<file path="src/rtl/fetch_stage_pkg.sv">
// rtl/fetch_stage_pkg.sv - shared fetch-stage types, field positions and opcode constants
package fetch_stage_pkg;

  typedef enum logic [2:0] {
    IDLE,
    FETCH,
    HOLD,
    DRAIN,
    HALTED
  } fetch_state_t;

  localparam int OPCODE_MSB = 15;
  localparam int OPCODE_LSB = 12;
  localparam int FUNC_MSB   = 3;
  localparam int FUNC_LSB   = 0;

  localparam int PC_STEP = 2;

  localparam logic [3:0] OP_TYPE_A = 4'b1111;
  localparam logic [3:0] OP_BRANCH = 4'b0100;
  localparam logic [3:0] OP_LOAD   = 4'b1000;
  localparam logic [3:0] OP_STORE  = 4'b1001;

endpackage

</file>
<file path="src/rtl/fetch_stage_if_id_reg.sv">
// rtl/fetch_stage_if_id_reg.sv - IF/ID pipeline register with a one-entry skid buffer
module fetch_stage_if_id_reg
  import fetch_stage_pkg::*;
#(
  parameter int PC_W    = 16,
  parameter int INSTR_W = 16
) (
  input  logic               clk,
  input  logic               rst,
  input  logic               clear,
  input  logic               load,
  input  logic               skid_wr,
  input  logic               skid_pop,
  input  logic               drop,
  input  logic [INSTR_W-1:0] in_instr,
  input  logic [PC_W-1:0]    in_pc,
  output logic               if_valid,
  output logic [INSTR_W-1:0] if_instr,
  output logic [PC_W-1:0]    if_pc,
  output logic [PC_W-1:0]    if_pc_next
);

  logic               skid_valid;
  logic [INSTR_W-1:0] skid_instr;
  logic [PC_W-1:0]    skid_pc;

  // Priority: clear > load > skid_pop > drop; otherwise everything holds.
  always_ff @(posedge clk) begin
    if (rst) begin
      if_valid   <= 1'b0;
      if_instr   <= '0;
      if_pc      <= '0;
      if_pc_next <= '0;
      skid_valid <= 1'b0;
      skid_instr <= '0;
      skid_pc    <= '0;
    end else if (clear) begin
      if_valid   <= 1'b0;
      skid_valid <= 1'b0;
    end else begin
      if (load) begin
        if_valid   <= 1'b1;
        if_instr   <= in_instr;
        if_pc      <= in_pc;
        if_pc_next <= in_pc + PC_W'(PC_STEP);
      end else if (skid_pop && skid_valid) begin
        if_valid   <= 1'b1;
        if_instr   <= skid_instr;
        if_pc      <= skid_pc;
        if_pc_next <= skid_pc + PC_W'(PC_STEP);
        skid_valid <= 1'b0;
      end else if (drop) begin
        if_valid <= 1'b0;
      end
      if (skid_wr) begin
        skid_valid <= 1'b1;
        skid_instr <= in_instr;
        skid_pc    <= in_pc;
      end
    end
  end

endmodule

</file>
<file path="src/rtl/fetch_stage.sv">
// rtl/fetch_stage.sv - instruction fetch FSM, PC and imem req/ack handshake feeding IF/ID
module fetch_stage
  import fetch_stage_pkg::*;
#(
  parameter int          PC_W     = 16,
  parameter int          INSTR_W  = 16,
  parameter logic [15:0] RESET_PC = 16'h0000
) (
  input  logic               clk,
  input  logic               rst,
  output logic               imem_req,
  output logic [PC_W-1:0]    imem_addr,
  input  logic               imem_ack,
  input  logic [INSTR_W-1:0] imem_rdata,
  input  logic               stall,
  input  logic               flush,
  input  logic [PC_W-1:0]    redirect_pc,
  input  logic               halt,
  output logic               if_valid,
  output logic [INSTR_W-1:0] if_instr,
  output logic [PC_W-1:0]    if_pc,
  output logic [PC_W-1:0]    if_pc_next,
  output logic [3:0]         opcode,
  output logic [3:0]         func,
  output logic               halted
);

  fetch_state_t    state, next_state;
  logic [PC_W-1:0] pc, pc_n;
  logic [PC_W-1:0] drain_addr, drain_addr_n;
  logic            clear, load, skid_wr, skid_pop;

  always_ff @(posedge clk) begin
    if (rst) begin
      state      <= IDLE;
      pc         <= PC_W'(RESET_PC);
      drain_addr <= '0;
    end else begin
      state      <= next_state;
      pc         <= pc_n;
      drain_addr <= drain_addr_n;
    end
  end

  // DRAIN keeps presenting the address of the abandoned request while pc already holds the target.
  assign imem_req  = (state == FETCH) || (state == DRAIN);
  assign imem_addr = (state == DRAIN) ? drain_addr : pc;
  assign halted    = (state == HALTED);

  always_comb begin
    next_state   = state;
    pc_n         = pc;
    drain_addr_n = drain_addr;
    clear        = 1'b0;
    load         = 1'b0;
    skid_wr      = 1'b0;
    skid_pop     = 1'b0;
    if (state != HALTED && flush) begin
      clear = 1'b1;
      pc_n  = redirect_pc;
      if (imem_req && !imem_ack) begin
        next_state   = DRAIN;
        drain_addr_n = imem_addr;
      end else begin
        next_state = FETCH;
      end
    end else if (state != HALTED && halt) begin
      clear      = 1'b1;
      next_state = HALTED;
    end else begin
      case (state)
        IDLE:  next_state = FETCH;
        FETCH: begin
          if (imem_ack) begin
            pc_n = pc + PC_W'(PC_STEP);
            if (if_valid && stall) begin
              skid_wr    = 1'b1;
              next_state = HOLD;
            end else begin
              load = 1'b1;
            end
          end
        end
        HOLD: begin
          if (!stall) begin
            skid_pop   = 1'b1;
            next_state = FETCH;
          end
        end
        DRAIN: begin
          if (imem_ack) next_state = FETCH;
        end
        HALTED:  next_state = HALTED;
        default: next_state = IDLE;
      endcase
    end
  end

  fetch_stage_if_id_reg #(
    .PC_W    (PC_W),
    .INSTR_W (INSTR_W)
  ) u_if_id (
    .clk        (clk),
    .rst        (rst),
    .clear      (clear),
    .load       (load),
    .skid_wr    (skid_wr),
    .skid_pop   (skid_pop),
    .drop       (!stall),
    .in_instr   (imem_rdata),
    .in_pc      (pc),
    .if_valid   (if_valid),
    .if_instr   (if_instr),
    .if_pc      (if_pc),
    .if_pc_next (if_pc_next)
  );

  assign opcode = if_instr[OPCODE_MSB:OPCODE_LSB];
  assign func   = if_instr[FUNC_MSB:FUNC_LSB];

endmodule

</file>
<file path="config.mk">
export PLATFORM = sky130hd
export DESIGN_NAME = fetch_stage
export DESIGN_NICKNAME = d
export VERILOG_FILES = /design/src/rtl/fetch_stage_pkg.sv /design/src/rtl/fetch_stage_if_id_reg.sv /design/src/rtl/fetch_stage.sv
export SDC_FILE = /design/constraint.sdc
export NUM_CORES = 1
export LEC_CHECK = 0
export BUFFER_PORTS_ARGS = -buffer_cell sky130_fd_sc_hd__buf_2
export CAP_MARGIN = 30
export CORE_MARGIN = 10
export CORE_UTILIZATION = 53
export DETAILED_ROUTE_END_ITERATION = 16
export PLACE_DENSITY = 0.85
export REMOVE_ABC_BUFFERS = 1
export SYNTH_ARGS = -nofsm -noshare
export SYNTH_HDL_FRONTEND = slang
export SYNTH_SLANG_ARGS = --single-unit
</file>
<file path="constraint.sdc">
create_clock -name clk -period 3.8 [get_ports clk]
set_clock_uncertainty 0.15 [all_clocks]
set_input_delay 0.38 -clock clk [delete_from_list [all_inputs] [get_ports clk]]
set_output_delay 0.38 -clock clk [all_outputs]
set_load 0.05 [all_outputs]
</file>
Word level (Yosys, flattened, before mapping)
Cells that the tools add are included.

operators by class
  bitwise operators = 1
  mux-type cells = 41
  reductions and logical operators = 19
  equality and inequality tests = 12
  add/subtract/negate cells = 2

operators with widths
  cell                                                              number
  16-bit two-way mux                                                11
  16-bit by 2-bit adder with 16-bit output (second input constant)  2
  1-bit two-way mux                                                 22
  3-bit two-way mux                                                 6
  3-bit one-hot mux with 5 select lines                             1
  4-bit by 2-bit != test with 1-bit output (second input constant)  2
  2-bit AND reduction                                               4
  2-bit nonzero test                                                4
  3-bit by 2-bit == test with 1-bit output (second input constant)  2
  1-bit logical AND                                                 5
  4-bit by 1-bit != test with 1-bit output (second input constant)  1
  4-bit != test (second input constant)                             1
  4-bit AND reduction                                               1
  3-bit by 1-bit == test with 1-bit output (second input constant)  1
  3-bit == test (second input constant)                             1
  3-bit zero test                                                   1
  3-bit by 1-bit != test with 1-bit output (second input constant)  1
  3-bit != test (second input constant)                             1
  3-bit AND reduction                                               1
  2-bit two-way mux                                                 1
  2-bit by 1-bit != test with 1-bit output (second input constant)  1
  2-bit != test (second input constant)                             1
  2-bit OR reduction                                                1
  1-bit zero test                                                   1
  other kinds (2)                                                   2

storage, ports and cells
  word-level logic and storage cells = 85
  register bits after elaboration = 117
  input bits = 38

Logic depth before layout (Yosys ltp)
  depth in word-level cells = 8
  gate-level depth with buffers = 9
  mapped depth without buffers = 6

Modules after synthesis
Synthesis repeated with hierarchy kept, for this count alone.

second synthesis, totals
  cell total of the unflattened synthesis = 635
  area, all modules = 5521.5 um^2

by module, submodules not included
  module                 area an instance (um^2)  sequential area each (um^2)  times used  cells each
  fetch_stage_if_id_reg  3514.6                   1621.6                       1           411
  fetch_stage            2006.9                   700.7                        1           224

Worst setup path before layout
Ideal clock, no wire load.

  kind = register to output
  start = register state[2]
  end = output imem_addr[0]
  arrival = 1.481 ns
  path buffers = 1
  stages on the path, launching flop included = 5
  setup slack = 1.789 ns
  cells stage by stage = dfxtp_1 -> and2b_1 -> nand2_1 -> buf_2 -> mux2_2

on the way
  cells in the longest elaborated chain, start to end = 2

RTL lines
  element                                   line               text
  from (decl)                               fetch_stage.sv:28  fetch_state_t state, next_state;
  from (signal assigned)                    fetch_stage.sv:39  state <= next_state;
  3-bit by 2-bit == test with 1-bit output  fetch_stage.sv:47  assign imem_addr = (state == DRAIN) ? drain_addr : pc;
  16-bit two-way mux                        fetch_stage.sv:47
  to (decl)                                 fetch_stage.sv:12  output logic [PC_W-1:0] imem_addr,

Every way passes these cells.

Final worst setup path
  start = register state[2]
  end = output imem_addr[3]

Same word-level chain as after synthesis.

==> results.md <==
- Status: complete, no violations
- Starting Density: 0.548
- Sequential share of the synthesized area: 0.407
- Fin crit share: 0.745
- Crit Path Class: reg2out
- Initial antenna violation count: 0
- Fin nets: 837
- R2r setup slk: 1.38 ns
- Most frequent cells in the layout: 181 x nand2_1, 116 x dfxtp_1, 111 x buf_2
- I/O pins: 113
- Most common cell after layout, fill and taps aside: nand2_1
- Post-CTS resize count: 0
- Final Cell Area: 6990 sq um
- Global-route wire length before repair: 25500 um
- Multi-input gate area: 3000 sq um
- PwrDens: 469 nW/um^2
- DP HPWL: 10600 um
- CP Cell Sequence: and2b_1 -> nand2_1 -> mux2_2 -> buf_2
- Yosys top cell area share: 0.407
- CTS sink count: 116
- Worst Tran Pin Value: 0.697 ns
- Post-synth top area cell: dfxtp_1
- Vias in the first global route: 5244
- FF+latch area: 2320 sq um
- Die area: 15300 sq um
- Leakage power: 2.65 nW
- Global route total overflow: 0
- Max_cap viols: 0
- CTS max path bufs: 2
- Non-filler cells, final: 946
- Clock slew at reported path FFs: 0.06 ns
- Drt pass-1 iters: 6
- Tmin final: 2.83 ns
- Width of the die: 124 um
- RSZ-0062 raised after global routing: no
- Crit-path max FO: 16
- Largest net degree at the start of global routing: 66
- Via count: 5365
- WL/cell: 16.6 um
- Area added between synthesis and finish: 22.5%
- Port Buffers: 112
- Setup violators final: 0
- H-tree level count: 4
- Post-route ant nets: 0
- TritonCTS clock tree: built
- Slew HR: 0.536
- FP Rows: 37
- Post-synthesis cell type count: 55
- Hold Path Class: in2reg
- DR iter-0 viols: 624
- Diode count: 0
- Worst setup margin: 0.970 ns
- DP Area: 6150 sq um
- Die Span Y: 124 um
- Root buffer cell: clkbuf_8
- Fill count: 836
- Fin. max-slew vios: 0
- Number of synthesis warnings: 0
- Synth area leaders: dfxtp_1 41%, nand2_1 12%, a311oi_1 5.2%
- Fmax: 353 MHz
- Final Power: 3.28 mW
- Clock Latency Late Sink: 0.51 ns
- DRT Wirelength: 15700 um
- DRC: 0
- Core box area: 10400 sq um
- WP data arrival: 2.30 ns
- Cells after DPL: 892
- Worst vdd ir: 0.000247 V
- Critical-path top delay cell: nand2_1
- FF+latch count, synth: 116
- Startpoint types: flip-flop
- Synthesized cell area: 5700 sq um
- Post-synthesis cell count: 706
- Post-placement setup slack: 1.39 ns
- Worst path max stage delay: 0.50 ns
- Mean Syn Cell Area: 8.08 sq um
- Worst path required time: 3.27 ns
- Share of layout cells above drive strength 1: 0.256
- Vias per cell: 5.67
- Num CTS Buffers: 17
- Worst setup EP type: primary output
- Total Routing Usage GR: 0.204
- Hold Vio Cnt, Final: 0
- Final RePlAce weighted congestion: 0.908
## sequential cells by signal, summed over array words and instances (netlist names), 3 cells and up
register	cells
u_if_id.skid_instr	16
pc	16
u_if_id.if_pc_next	16
u_if_id.skid_pc	16
drain_addr	16
u_if_id.if_instr	16
state	3
u_if_id.if_pc	15
## final cells by class
type | instances | share of cell area
inverter | 7 | 0.00447
clock buffer | 19 | 0.0632
multi-input combinational | 515 | 0.428
tap | 136 | 0.0243
timing repair buffer | 140 | 0.121
sequential | 116 | 0.332
clock inverter | 13 | 0.0260
## power breakdown
group / internal (mW) / total (mW) / switching [mW]
clock: 1.10 / 1.65 / 0.557
sequential: 1.25 / 1.29 / 0.0453
combinational: 0.111 / 0.337 / 0.226
## per-layer routing
metal | global-route usage | share of wire
met1 | 0.245 | 0.41
met2 | 0.343 | 0.47
met3 | 0.0457 | 0.093
met4 | 0.0866 | 0.021
met5 | 0 | 0
## logic make-up after synthesis
group                    after synthesis  synth area share
buffers and inverters                 75            0.0691
XOR/XNOR                              27            0.0415
AO/OA/AOI/OAI                        149             0.179
multiplexers                          17            0.0333
AND/OR/NAND/NOR                      320             0.265
flip-flops                           116             0.407
adder cells (fa/ha/maj)                2           0.00439
## synthesized netlist by cell type, drive strengths merged
master and number:
nand2 182, dfxtp 116, a21oi 71, nor2 64, buf 40, a311oi 34, clkbuf 28, nand2b 17
mux2 16, xor2 14, nand3 13, xnor2 13, o21ai 9, nand4 8, nor3 8, a22oi 6
and3 6, inv 6, o221ai 5, o211ai 4, o22ai 4, o32ai 4, a211oi 3, a31oi 3
and4 3, nor2b 3, nor4 3, a222oi 2, and2 2, and2b 2, ha 2, nor4b 2
or2 2, or3 2, or3b 2, a2111oi 1, a21o 1, a221oi 1, clkinv 1, mux2i 1
o211a 1, or4b 1
## path summary, 6_finish.rpt
path / start / to / cells after the start
hold / removal: redirect_pc[8] / pc[8] / 3
setup / recovery: state[2] / imem_addr[3] / 4
setup reg to reg: state[0] / u_if_id.if_pc[8] / 6
hold reg to reg: u_if_id.skid_instr[1] / u_if_id.skid_instr[1] / 2
## stage by stage
| step | TNS (ns) | hold WS, ns | util |
|---|---|---|---|
| global route | 0 | 0.0408 | 0.671 |
| global placement | 0 | 0.290 | 0.589 |
| detailed placement | 0 | 0.298 | 0.590 |
| CTS | 0 | 0.0140 | 0.671 |
| floorplan | -19.23 | 0.281 | - |
| finish | 0 | 0.0263 | 0.671 |
## repair_timing
action	in CTS	in global routing
buffers inserted	0	0
hold endpoints to repair	36	0
hold buffers	22	0
## worst max-delay path, delay by kind of cell (launching register included)
| family | cells | cell delay [ns] |
|---|---|---|
| flip-flops | 1 | 0.40 |
| multiplexers | 1 | 0.43 |
| AND/OR/NAND/NOR | 2 | 0.75 |
| buffers and inverters | 1 | 0.22 |
Note: power is estimated with default switching activity, not from simulation.
